==> config.mk <==
export PLATFORM = sky130hd
export DESIGN_NAME = dmem_arbiter
export DESIGN_NICKNAME = d
export VERILOG_FILES = /design/src/rtl/dmem_arb_pkg.sv /design/src/rtl/dmem_arb_starve_guard.sv /design/src/rtl/dmem_arbiter.sv
export SDC_FILE = /design/constraint.sdc
export NUM_CORES = 1
export LEC_CHECK = 0
export CORE_MARGIN = 1.5
export CORE_UTILIZATION = 40
export CTS_BUF_LIST = sky130_fd_sc_hd__clkbuf_16
export DETAILED_ROUTE_END_ITERATION = 16
export GPL_TIMING_DRIVEN = 0
export PLACE_DENSITY_LB_ADDON = 0.15
export SLEW_MARGIN = 20
export SYNTH_ARGS = -nofsm -noshare
export SYNTH_HDL_FRONTEND = slang
export SYNTH_SLANG_ARGS = --single-unit
==> constraint.sdc <==
create_clock -name clock_i -period 5 [get_ports clock_i]
set_input_delay 0.75 -clock clock_i [delete_from_list [all_inputs] [get_ports clock_i]]
set_output_delay 0.75 -clock clock_i [all_outputs]
set_load 0.02 [all_outputs]
==> src/rtl/dmem_arb_pkg.sv <==
// Shared definitions for the d_mem arbiter: FSM encoding and requester port indices.
package dmem_arb_pkg;

    typedef enum logic [1:0] {
        StIdle   = 2'd0,
        StAccess = 2'd1,
        StRdata  = 2'd2
    } arb_state_e;

    localparam logic PortCpu = 1'b0;
    localparam logic PortDbg = 1'b1;

endpackage

==> src/rtl/dmem_arb_starve_guard.sv <==
// Starvation guard for the debug port: counts consecutive CPU grants taken while the
// debug port was waiting and forces the next arbitration to the debug port at the limit.
// Only instantiated when DMEM_ARB_STARVE_GUARD_EN is defined.
module dmem_arb_starve_guard #(
    parameter int unsigned STARVE_LIMIT = 4
) (
    input  logic clock_i,
    input  logic reset_i,
    input  logic idle_i,
    input  logic req1_i,
    input  logic gnt_cpu_i,
    input  logic gnt_dbg_i,
    output logic force_dbg_o
);

    localparam int unsigned CntW = $clog2(STARVE_LIMIT + 1);

    logic [CntW-1:0] cnt_q, cnt_d;

    assign force_dbg_o = (cnt_q == CntW'(STARVE_LIMIT));

    // Clear when the debug port is served or has stopped asking; count CPU wins it sat through.
    always_comb begin
        cnt_d = cnt_q;
        if (idle_i && (gnt_dbg_i || !req1_i)) begin
            cnt_d = '0;
        end else if (gnt_cpu_i && req1_i && !force_dbg_o) begin
            cnt_d = cnt_q + 1'b1;
        end
    end

    // Counter state.
    always_ff @(posedge clock_i or posedge reset_i) begin
        if (reset_i) begin
            cnt_q <= '0;
        end else begin
            cnt_q <= cnt_d;
        end
    end

endmodule

==> src/rtl/dmem_arbiter.sv <==
// Two-port arbiter in front of the single-port data BRAM. Port 0 is the CPU, port 1 the
// debug/host path. One access at a time: write takes a 2-cycle slot, read a 3-cycle slot
// ending in an rvalid pulse that hides the BRAM's 1-cycle read latency.
// Optional: DMEM_ARB_STARVE_GUARD_EN adds a starvation guard for the debug port.
module dmem_arbiter
    import dmem_arb_pkg::*;
#(
    parameter int unsigned ADDR_W       = 8,
    parameter int unsigned DATA_W       = 16,
    parameter int unsigned STARVE_LIMIT = 4
) (
    input  logic              clock_i,
    input  logic              reset_i,
    input  logic              req0_i,
    input  logic              req1_i,
    input  logic              we0_i,
    input  logic              we1_i,
    input  logic [ADDR_W-1:0] addr0_i,
    input  logic [ADDR_W-1:0] addr1_i,
    input  logic [DATA_W-1:0] wdata0_i,
    input  logic [DATA_W-1:0] wdata1_i,
    output logic              gnt0_o,
    output logic              gnt1_o,
    output logic              rvalid0_o,
    output logic              rvalid1_o,
    output logic [DATA_W-1:0] rdata0_o,
    output logic [DATA_W-1:0] rdata1_o,
    output logic              mem_we_o,
    output logic [ADDR_W-1:0] mem_addr_o,
    output logic [DATA_W-1:0] mem_din_o,
    input  logic [DATA_W-1:0] mem_dout_i
);

    if (STARVE_LIMIT == 0) begin : g_bad_limit
        $error("dmem_arbiter: STARVE_LIMIT must be at least 1");
    end

    arb_state_e        state_q;
    logic              port_q;
    logic              we_q;
    logic              gnt0_q, gnt1_q, rvalid0_q, rvalid1_q, mem_we_q;
    logic [DATA_W-1:0] rdata0_q, rdata1_q, mem_din_q;
    logic [ADDR_W-1:0] mem_addr_q;

    logic              force_dbg;
    logic              win_dbg;
    logic              win_we;
    logic [ADDR_W-1:0] win_addr;
    logic [DATA_W-1:0] win_wdata;

`ifdef DMEM_ARB_STARVE_GUARD_EN
    logic arb_fire;

    assign arb_fire = (state_q == StIdle) && (req0_i || req1_i);

    dmem_arb_starve_guard #(
        .STARVE_LIMIT (STARVE_LIMIT)
    ) u_starve_guard (
        .clock_i     (clock_i),
        .reset_i     (reset_i),
        .idle_i      (state_q == StIdle),
        .req1_i      (req1_i),
        .gnt_cpu_i   (arb_fire && !win_dbg),
        .gnt_dbg_i   (arb_fire && win_dbg),
        .force_dbg_o (force_dbg)
    );
`else
    assign force_dbg = 1'b0;
`endif

    // Fixed priority to the CPU unless the guard is forcing the waiting debug port through.
    always_comb begin
        win_dbg   = !req0_i || (force_dbg && req1_i);
        win_we    = win_dbg ? we1_i    : we0_i;
        win_addr  = win_dbg ? addr1_i  : addr0_i;
        win_wdata = win_dbg ? wdata1_i : wdata0_i;
    end

    // Access sequencer with registered handshake and BRAM pin outputs.
    always_ff @(posedge clock_i or posedge reset_i) begin
        if (reset_i) begin
            state_q    <= StIdle;
            port_q     <= PortCpu;
            we_q       <= 1'b0;
            gnt0_q     <= 1'b0;
            gnt1_q     <= 1'b0;
            rvalid0_q  <= 1'b0;
            rvalid1_q  <= 1'b0;
            rdata0_q   <= '0;
            rdata1_q   <= '0;
            mem_we_q   <= 1'b0;
            mem_addr_q <= '0;
            mem_din_q  <= '0;
        end else begin
            gnt0_q    <= 1'b0;
            gnt1_q    <= 1'b0;
            rvalid0_q <= 1'b0;
            rvalid1_q <= 1'b0;
            mem_we_q  <= 1'b0;
            unique case (state_q)
                StIdle: begin
                    if (req0_i || req1_i) begin
                        port_q     <= win_dbg ? PortDbg : PortCpu;
                        we_q       <= win_we;
                        mem_we_q   <= win_we;
                        mem_addr_q <= win_addr;
                        mem_din_q  <= win_wdata;
                        gnt0_q     <= !win_dbg;
                        gnt1_q     <= win_dbg;
                        state_q    <= StAccess;
                    end
                end
                // BRAM samples the pins at this edge; a write is already done.
                StAccess: begin
                    state_q <= we_q ? StIdle : StRdata;
                end
                StRdata: begin
                    if (port_q == PortCpu) begin
                        rdata0_q  <= mem_dout_i;
                        rvalid0_q <= 1'b1;
                    end else begin
                        rdata1_q  <= mem_dout_i;
                        rvalid1_q <= 1'b1;
                    end
                    state_q <= StIdle;
                end
                default: begin
                    state_q <= StIdle;
                end
            endcase
        end
    end

    assign gnt0_o     = gnt0_q;
    assign gnt1_o     = gnt1_q;
    assign rvalid0_o  = rvalid0_q;
    assign rvalid1_o  = rvalid1_q;
    assign rdata0_o   = rdata0_q;
    assign rdata1_o   = rdata1_q;
    assign mem_we_o   = mem_we_q;
    assign mem_addr_o = mem_addr_q;
    assign mem_din_o  = mem_din_q;

endmodule
==> flow_metrics.py, run 1 <==
metrics = {
    "timing": {
        "slew-limit-headroom": 0.669,
        "min_period_over_period": 0.408,
        "min_period_ns": 2.04,
        "rsz0062_at_grt": "no",
        "finClkSkew_ns": 0.00602,
        "hold_ws_ns": 0.428,
        "tightest_slew_ns": 0.496,
        "fmax_mhz": 490,
        "tns_ns": 0,
        "slew_viol_final": 0,
        "setup-violations-final": 0,
        "finalHoldViolations": 0,
    },
    "synth": {
        "synth_fp_nets": 240,
        "yosysUniqueCellTypes": 20,
        "post-synth-top-area-cell": "dfrtp_1",
        "synth.yosys.seq_area_share": 0.592,
        "ys_ff_latch": 65,
        "synth.avg_cell_area_um2": 16.2,
        "yosysTopAreaCellShare": 0.592,
        "async_reset_ff_frac": 1.00,
        "syn-instance-count": 170,
        "yosysWarnings": 0,
        "synthTopCellsByArea": "dfrtp_1, mux2_2, buf_6",
        "syn-cell-area_mm2": 0.00275,
        "synthFlopType": "dfrtp_1",
        "synth_edf_count": 0,
    },
    "critical_path": {
        "crit_path_max_incr_delay_ns": 0.63,
        "crit_buf_inv": 1,
        "end_kind": "primary output",
        "crit_required_ns": 4.25,
        "path_max_fanout": 2,
        "arrival_ns": 1.29,
        "crit_family": "buffers and inverters",
        "crit_path_cell_trace": "clkdlybuf4s50_1",
        "slowest_stage": "clkdlybuf4s50_1",
        "crit_type": "reg -> out",
        "startpoint_type": "flip-flop",
    },
    "detailed_routing": {
        "drt-met1-wl_um": 2520,
        "wl_met3_um": 387,
        "ant_nets": 0,
        "routed-via-count": 1887,
        "first_pass_iters": 4,
        "top_layer": "met4",
        "routed_wl_um": 5850,
        "dr_wl_met2_um": 2880,
        "vias_per_cell": 4.77,
        "drc_errors": 0,
        "routedWlPerCell_um": 14.8,
        "drtIter0Drc": 48,
    },
    "floorplanning": {
        "die_area_mm2": 0.00737,
        "start_util": 0.409,
        "io_pins": 131,
        "dieHeight_um": 85.9,
        "die_w_um": 85.9,
        "core_mm2": 0.00672,
        "rows": 30,
    },
    "finish": {
        "fin_nets": 381,
        "fin_area_mm2": 0.00450,
        "seqCellArea_mm2": 0.00163,
        "layout-drive-gt1-share": 0.335,
        "num_antenna_cells": 0,
        "nFillCells": 517,
        "area_growth_pct": 63.9,
        "multiInputGateArea_mm2": 0.00102,
    },
    "placement": {
        "placed_area_mm2": 0.00417,
        "dpl.hpwl_um": 4400,
        "port-buffer-count": 129,
        "place.gp.congestion": 0.688,
    },
    "clock_network": {
        "clk_pin_slew_ns": 0.05,
        "cts_made_buffers": 9,
        "clockRootBuffer": "clkbuf_16",
        "clock-sinks": 65,
        "post_cts_buffers": 0,
        "tritoncts": "yes",
        "htreeDepth": 3,
        "cts_hold_buf": 0,
        "worstSkewPairLatency_ns": 0.32,
        "clk_path_buf_depth": 2,
        "cts_resized": 0,
    },
    "grt": {
        "grt_usage": 0.168,
        "grt_pass1_vias": 1984,
        "grt_max_degree": 45,
        "antenna_found_initial": 0,
        "grt_pass1_wl_um": 9580,
        "grt.overflow.total": 0,
    },
    "outcome": {
        "outcome": "finished clean",
    },
    "power": {
        "cellPowerDensity_mw_per_mm2": 667,
        "vdd_drop_max_mv": 0.401,
        "power.leakage_nw": 1.89,
    },
    "job": {
        "cap_violations": 0,
    },
    "hold_path": {
        "hold_class": "reg -> reg",
    },
}
[worst paths after layout]
| check | start | to | slack, ns | cells past startpoint |
|---|---|---|---|---|
| hold reg to reg | we_q | state_q[1] | 0.43 | 1 |
| hold / removal | we_q | state_q[1] | 0.43 | 1 |
| setup reg to reg | state_q[0] | rdata0_o[2] | 3.33 | 4 |
| max in group asynchronous | reset_i | rdata0_o[10] | 3.74 | 3 |
| min in group asynchronous | reset_i | rdata1_o[4] | 0.74 | 2 |
| setup / recovery | mem_din_o[0] | mem_din_o[0] | 2.96 | 1 |
[cell usage in the layout, fill, tap and decap left out, drive strengths merged]
master,synthesis,routed
dfrtp,65,65
o21bai,1,1
nor3,1,1
mux2i,1,1
inv,3,3
nor4,1,1
and2,1,1
nor2,3,3
mux2,80,80
buf,9,10
bufinv,0,3
clkbuf,0,9
clkinv,0,4
a21oi,1,1
nor4b,1,1
nand3b,1,1
clkdlybuf4s50,0,129
nor3b,2,2
[final cells by class]
class	count	area share
inverter	3	0.00306
sequential	65	0.361
clock buffer	9	0.0500
timing repair buffer	130	0.293
clock inverter	7	0.0242
multi-input combinational	93	0.228
buffer	9	0.0186
tap	80	0.0222
[registers in the layout, indices dropped and copies added (netlist names)]
register,flops
mem_din_o,16
rdata0_o,16
rdata1_o,16
mem_addr_o,8
state_q,2
gnt0_o,1
gnt1_o,1
mem_we_o,1
port_q,1
rvalid0_o,1
rvalid1_o,1
we_q,1
[synthesized netlist by cell type, types with 2 or more instances]
cell type   n
nor2_1      2
dfrtp_1    65
buf_4       3
mux2_2     75
inv_1       3
mux2_1      4
buf_6       5
[metrics by stage]
| step | std cells | power (mW) | utilization | setup WS (ns) |
|---|---|---|---|---|
| 6_report | 396 | 3.00 | 0.670 | 2.96 |
| 5_1_grt | 396 | 3.15 | 0.670 | 2.85 |
| 4_1_cts | 396 | 3.04 | 0.670 | 2.94 |
| 3_5_place_dp | 380 | 2.33 | 0.620 | 2.61 |
| 3_3_place_gp | 379 | 2.30 | 0.616 | 1.45 |
| 2_1_floorplan | 170 | 1.68 | - | 2.62 |
[where the power goes]
| part | internal [mW] | switching [mW] |
|---|---|---|
| registers | 0.790 | 0.120 |
| logic | 0.774 | 0.620 |
| clock network | 0.482 | 0.218 |
| total | 2.05 | 0.958 |
[metal layers]
layer,GRT usage,vias to the layer above
met4,0.0660,0
met3,0.0491,7
li1,-,887
met2,0.280,69
met1,0.206,924
met5,0,-
[cell families (layout without fill, tap and decap cells)]
| logic type | count (synthesis) | after routing | share of synthesized area |
|---|---|---|---|
| flip-flops | 65 | 65 | 0.592 |
| multiplexers | 81 | 81 | 0.333 |
| AND/OR/NAND/NOR | 10 | 10 | 0.0355 |
| buffers and inverters | 12 | 158 | 0.0346 |
| AO/OA/AOI/OAI | 2 | 2 | 0.00456 |
[worst register-to-register path: cells and delay by family (launching register included)]
kind | cells | cell delay, ns
AND/OR/NAND/NOR | 1 | 0.46
buffers and inverters | 2 | 0.39
flip-flops | 1 | 0.35
multiplexers | 1 | 0.34
Power figures use the tool's default switching activity.
==> run 2: changes to the inputs <==
==> constraint.sdc (replaced) <==
create_clock -name clock_i -period 2 [get_ports clock_i]
set_input_delay 0.3 -clock clock_i [delete_from_list [all_inputs] [get_ports clock_i]]
set_output_delay 0.3 -clock clock_i [all_outputs]
set_load 0.02 [all_outputs]
==> results of run 2 <==
Same layout as run 1 (identical final DEF). Status: finished clean.
Main changes from that run: setup slack after placement 2.61 ns -> 0.0576 ns; clock-pin slew on the worst setup and hold paths 0.05 ns -> 0.06 ns; setup slack after layout 2.96 ns -> 0.335 ns; hold slack 0.428 ns -> 0.292 ns; start point of the critical path mem_din_o[0] -> state_q[0]; end point of the critical path mem_din_o[0] -> rdata0_o[2]; register-to-register setup slack 3.33 ns -> 0.33 ns; total power 3.00 mW -> 7.51 mW; worst IR drop on VDD 0.401 mV -> 1.00 mV
==> run 3: changes to the inputs <==
--- a/config.mk
+++ b/config.mk
@@ -6,7 +6,7 @@
 export NUM_CORES = 1
 export LEC_CHECK = 0
 export CORE_MARGIN = 1.5
-export CORE_UTILIZATION = 40
+export CORE_UTILIZATION = 37
 export CTS_BUF_LIST = sky130_fd_sc_hd__clkbuf_16
 export DETAILED_ROUTE_END_ITERATION = 16
 export GPL_TIMING_DRIVEN = 0
==> constraint.sdc (replaced) <==
create_clock -name clock_i -period 1.3 [get_ports clock_i]
set_input_delay 0.195 -clock clock_i [delete_from_list [all_inputs] [get_ports clock_i]]
set_output_delay 0.195 -clock clock_i [all_outputs]
set_load 0.02 [all_outputs]
==> flow_metrics.py, run 3 (synthesis results as in run 1) <==
metrics = {
    "floorplanning": {
        "die_area_mm2": 0.00795,
        "io_pins": 131,
        "die_w_um": 89.2,
        "core_mm2": 0.00721,
        "dieHeight_um": 89.2,
        "start_util": 0.381,
        "rows": 31,
    },
    "critical_path": {
        "crit_type": "reg -> reg",
        "end_kind": "flip-flop",
        "cp_common_cell": "buf_6",
        "startpoint_type": "flip-flop",
        "path_max_fanout": 7,
        "crit_required_ns": 1.49,
        "slowest_stage": "dfrtp_1",
        "arrival_ns": 1.60,
        "crit_path_cell_trace": "buf_6 -> nor3b_4 -> buf_6 -> mux2_4",
        "crit_path_max_incr_delay_ns": 0.37,
    },
    "detailed_routing": {
        "top_layer": "met4",
        "wl_met3_um": 483,
        "drtIter0Drc": 34,
        "dr_wl_met2_um": 3120,
        "routedWlPerCell_um": 15.1,
        "drt-met1-wl_um": 2830,
        "drc_errors": 0,
        "first_pass_iters": 4,
        "vias_per_cell": 4.62,
        "routed-via-count": 1985,
        "routed_wl_um": 6480,
        "ant_nets": 0,
    },
    "clock_network": {
        "worstSkewPairLatency_ns": 0.31,
        "htreeDepth": 3,
        "tritoncts": "yes",
        "clock-sinks": 65,
        "clk_path_buf_depth": 2,
        "cts_made_buffers": 9,
        "clk_pin_slew_ns": 0.05,
        "cts_hold_buf": 0,
        "clockRootBuffer": "clkbuf_16",
    },
    "outcome": {
        "outcome": "finished, violations left",
        "failed_checks": "setup timing",
    },
    "grt": {
        "grt.overflow.total": 0,
        "grt_pass1_vias": 2024,
        "antenna_found_initial": 0,
        "grt_usage": 0.171,
        "grt_max_degree": 25,
        "grt_pass1_wl_um": 10100,
    },
    "job": {
        "cap_violations": 0,
    },
    "timing": {
        "finClkSkew_ns": 0.00373,
        "tns_ns": -4.38,
        "finalHoldViolations": 0,
        "min_period_ns": 1.40,
        "slew_viol_final": 0,
        "tightest_slew_ns": 0.471,
        "slew-limit-headroom": 0.685,
        "hold_ws_ns": 0.250,
        "setup_slack_ns": -0.104,
        "min_period_over_period": 1.08,
        "rsz0062_at_grt": "yes",
        "setup-violations-final": 56,
        "fmax_mhz": 712,
    },
    "placement": {
        "place_ws_ns": -0.519,
        "port-buffer-count": 129,
        "dpl.hpwl_um": 4510,
        "placed_area_mm2": 0.00422,
        "dp_cells": 400,
        "place.gp.congestion": 0.658,
    },
    "power": {
        "power.leakage_nw": 2.23,
        "vdd_drop_max_mv": 1.27,
        "cellPowerDensity_mw_per_mm2": 2460,
        "p_total_mw": 11.8,
    },
    "finish": {
        "fin_area_mm2": 0.00477,
        "final_common_cell": "clkdlybuf4s50_1",
        "postLayoutCoreUtil": 0.661,
        "area_growth_pct": 73.8,
        "num_antenna_cells": 0,
        "fin_nets": 397,
        "layout-drive-gt1-share": 0.375,
        "final_cell_count_no_fill": 430,
        "most-common-layout-cells": "clkdlybuf4s50_1, dfrtp_1, dlygate4sd2_1",
    },
    "hold_path": {
        "hold_class": "in -> async",
    },
}
## run 3: cell count changes in the layout (fill, tap and decap cells not counted), sizes merged
cell / delta
bufinv: -1
clkinv: -1
buf: +16
clkinvlp: +1
clkdlybuf4s50: -61
dlygate4sd2: +61
## run 3: final timing paths
check | start | end | slack [ns] | depth (start not counted)
max in group asynchronous | reset_i | rdata0_o[1] | 0.39 | 4
hold reg to reg | we_q | state_q[1] | 0.43 | 1
hold / removal | reset_i | mem_din_o[3] | 0.25 | 2
setup / recovery | state_q[0] | rdata0_o[9] | -0.10 | 4
min in group clock_i | req0_i | gnt1_o | 0.32 | 3
setup reg to reg | state_q[0] | rdata0_o[9] | -0.10 | 4
## run 3: layer usage
metal,up-vias,GRT usage
li1,930,-
met1,983,0.223
met2,67,0.266
met3,5,0.0536
met4,0,0.0671
met5,-,0
## run 3: area by class of cell
| cell class | instances | area, µm² |
|---|---|---|
| fillers | 582 | 2440 |
| flip-flops and latches | 65 | 1630 |
| repair buffers | 146 | 1420 |
| multi-input cells | 93 | 1180 |
| clock buffers | 9 | 225 |
| well taps | 99 | 124 |
| plain buffers | 9 | 105 |
| clock inverters | 6 | 75.1 |
| inverters | 3 | 15.0 |
## run 3: where the power goes
part / internal [mW] / total (mW) / leakage (nW) / switching [mW]
logic: 3.18 / 5.83 / 1.30 / 2.65
registers: 3.04 / 3.51 / 0.774 / 0.466
clock network: 1.64 / 2.42 / 0.149 / 0.784
total: 7.86 / 11.8 / 2.23 / 3.90
## run 3: critical path: cells and delay by family, from the launching register on
family | cells | cell delay (ns)
flops | 1 | 0.37
buf+inv | 2 | 0.33
mux | 1 | 0.31
simple gates | 1 | 0.27
## run 3: what timing repair did
action / in CTS / in global routing
pin swaps: 2 / 2
setup buffers: 10 / 2
gates cloned: 3 / 0
gates resized for setup: 106 / 10
setup endpoints to repair: 111 / 58
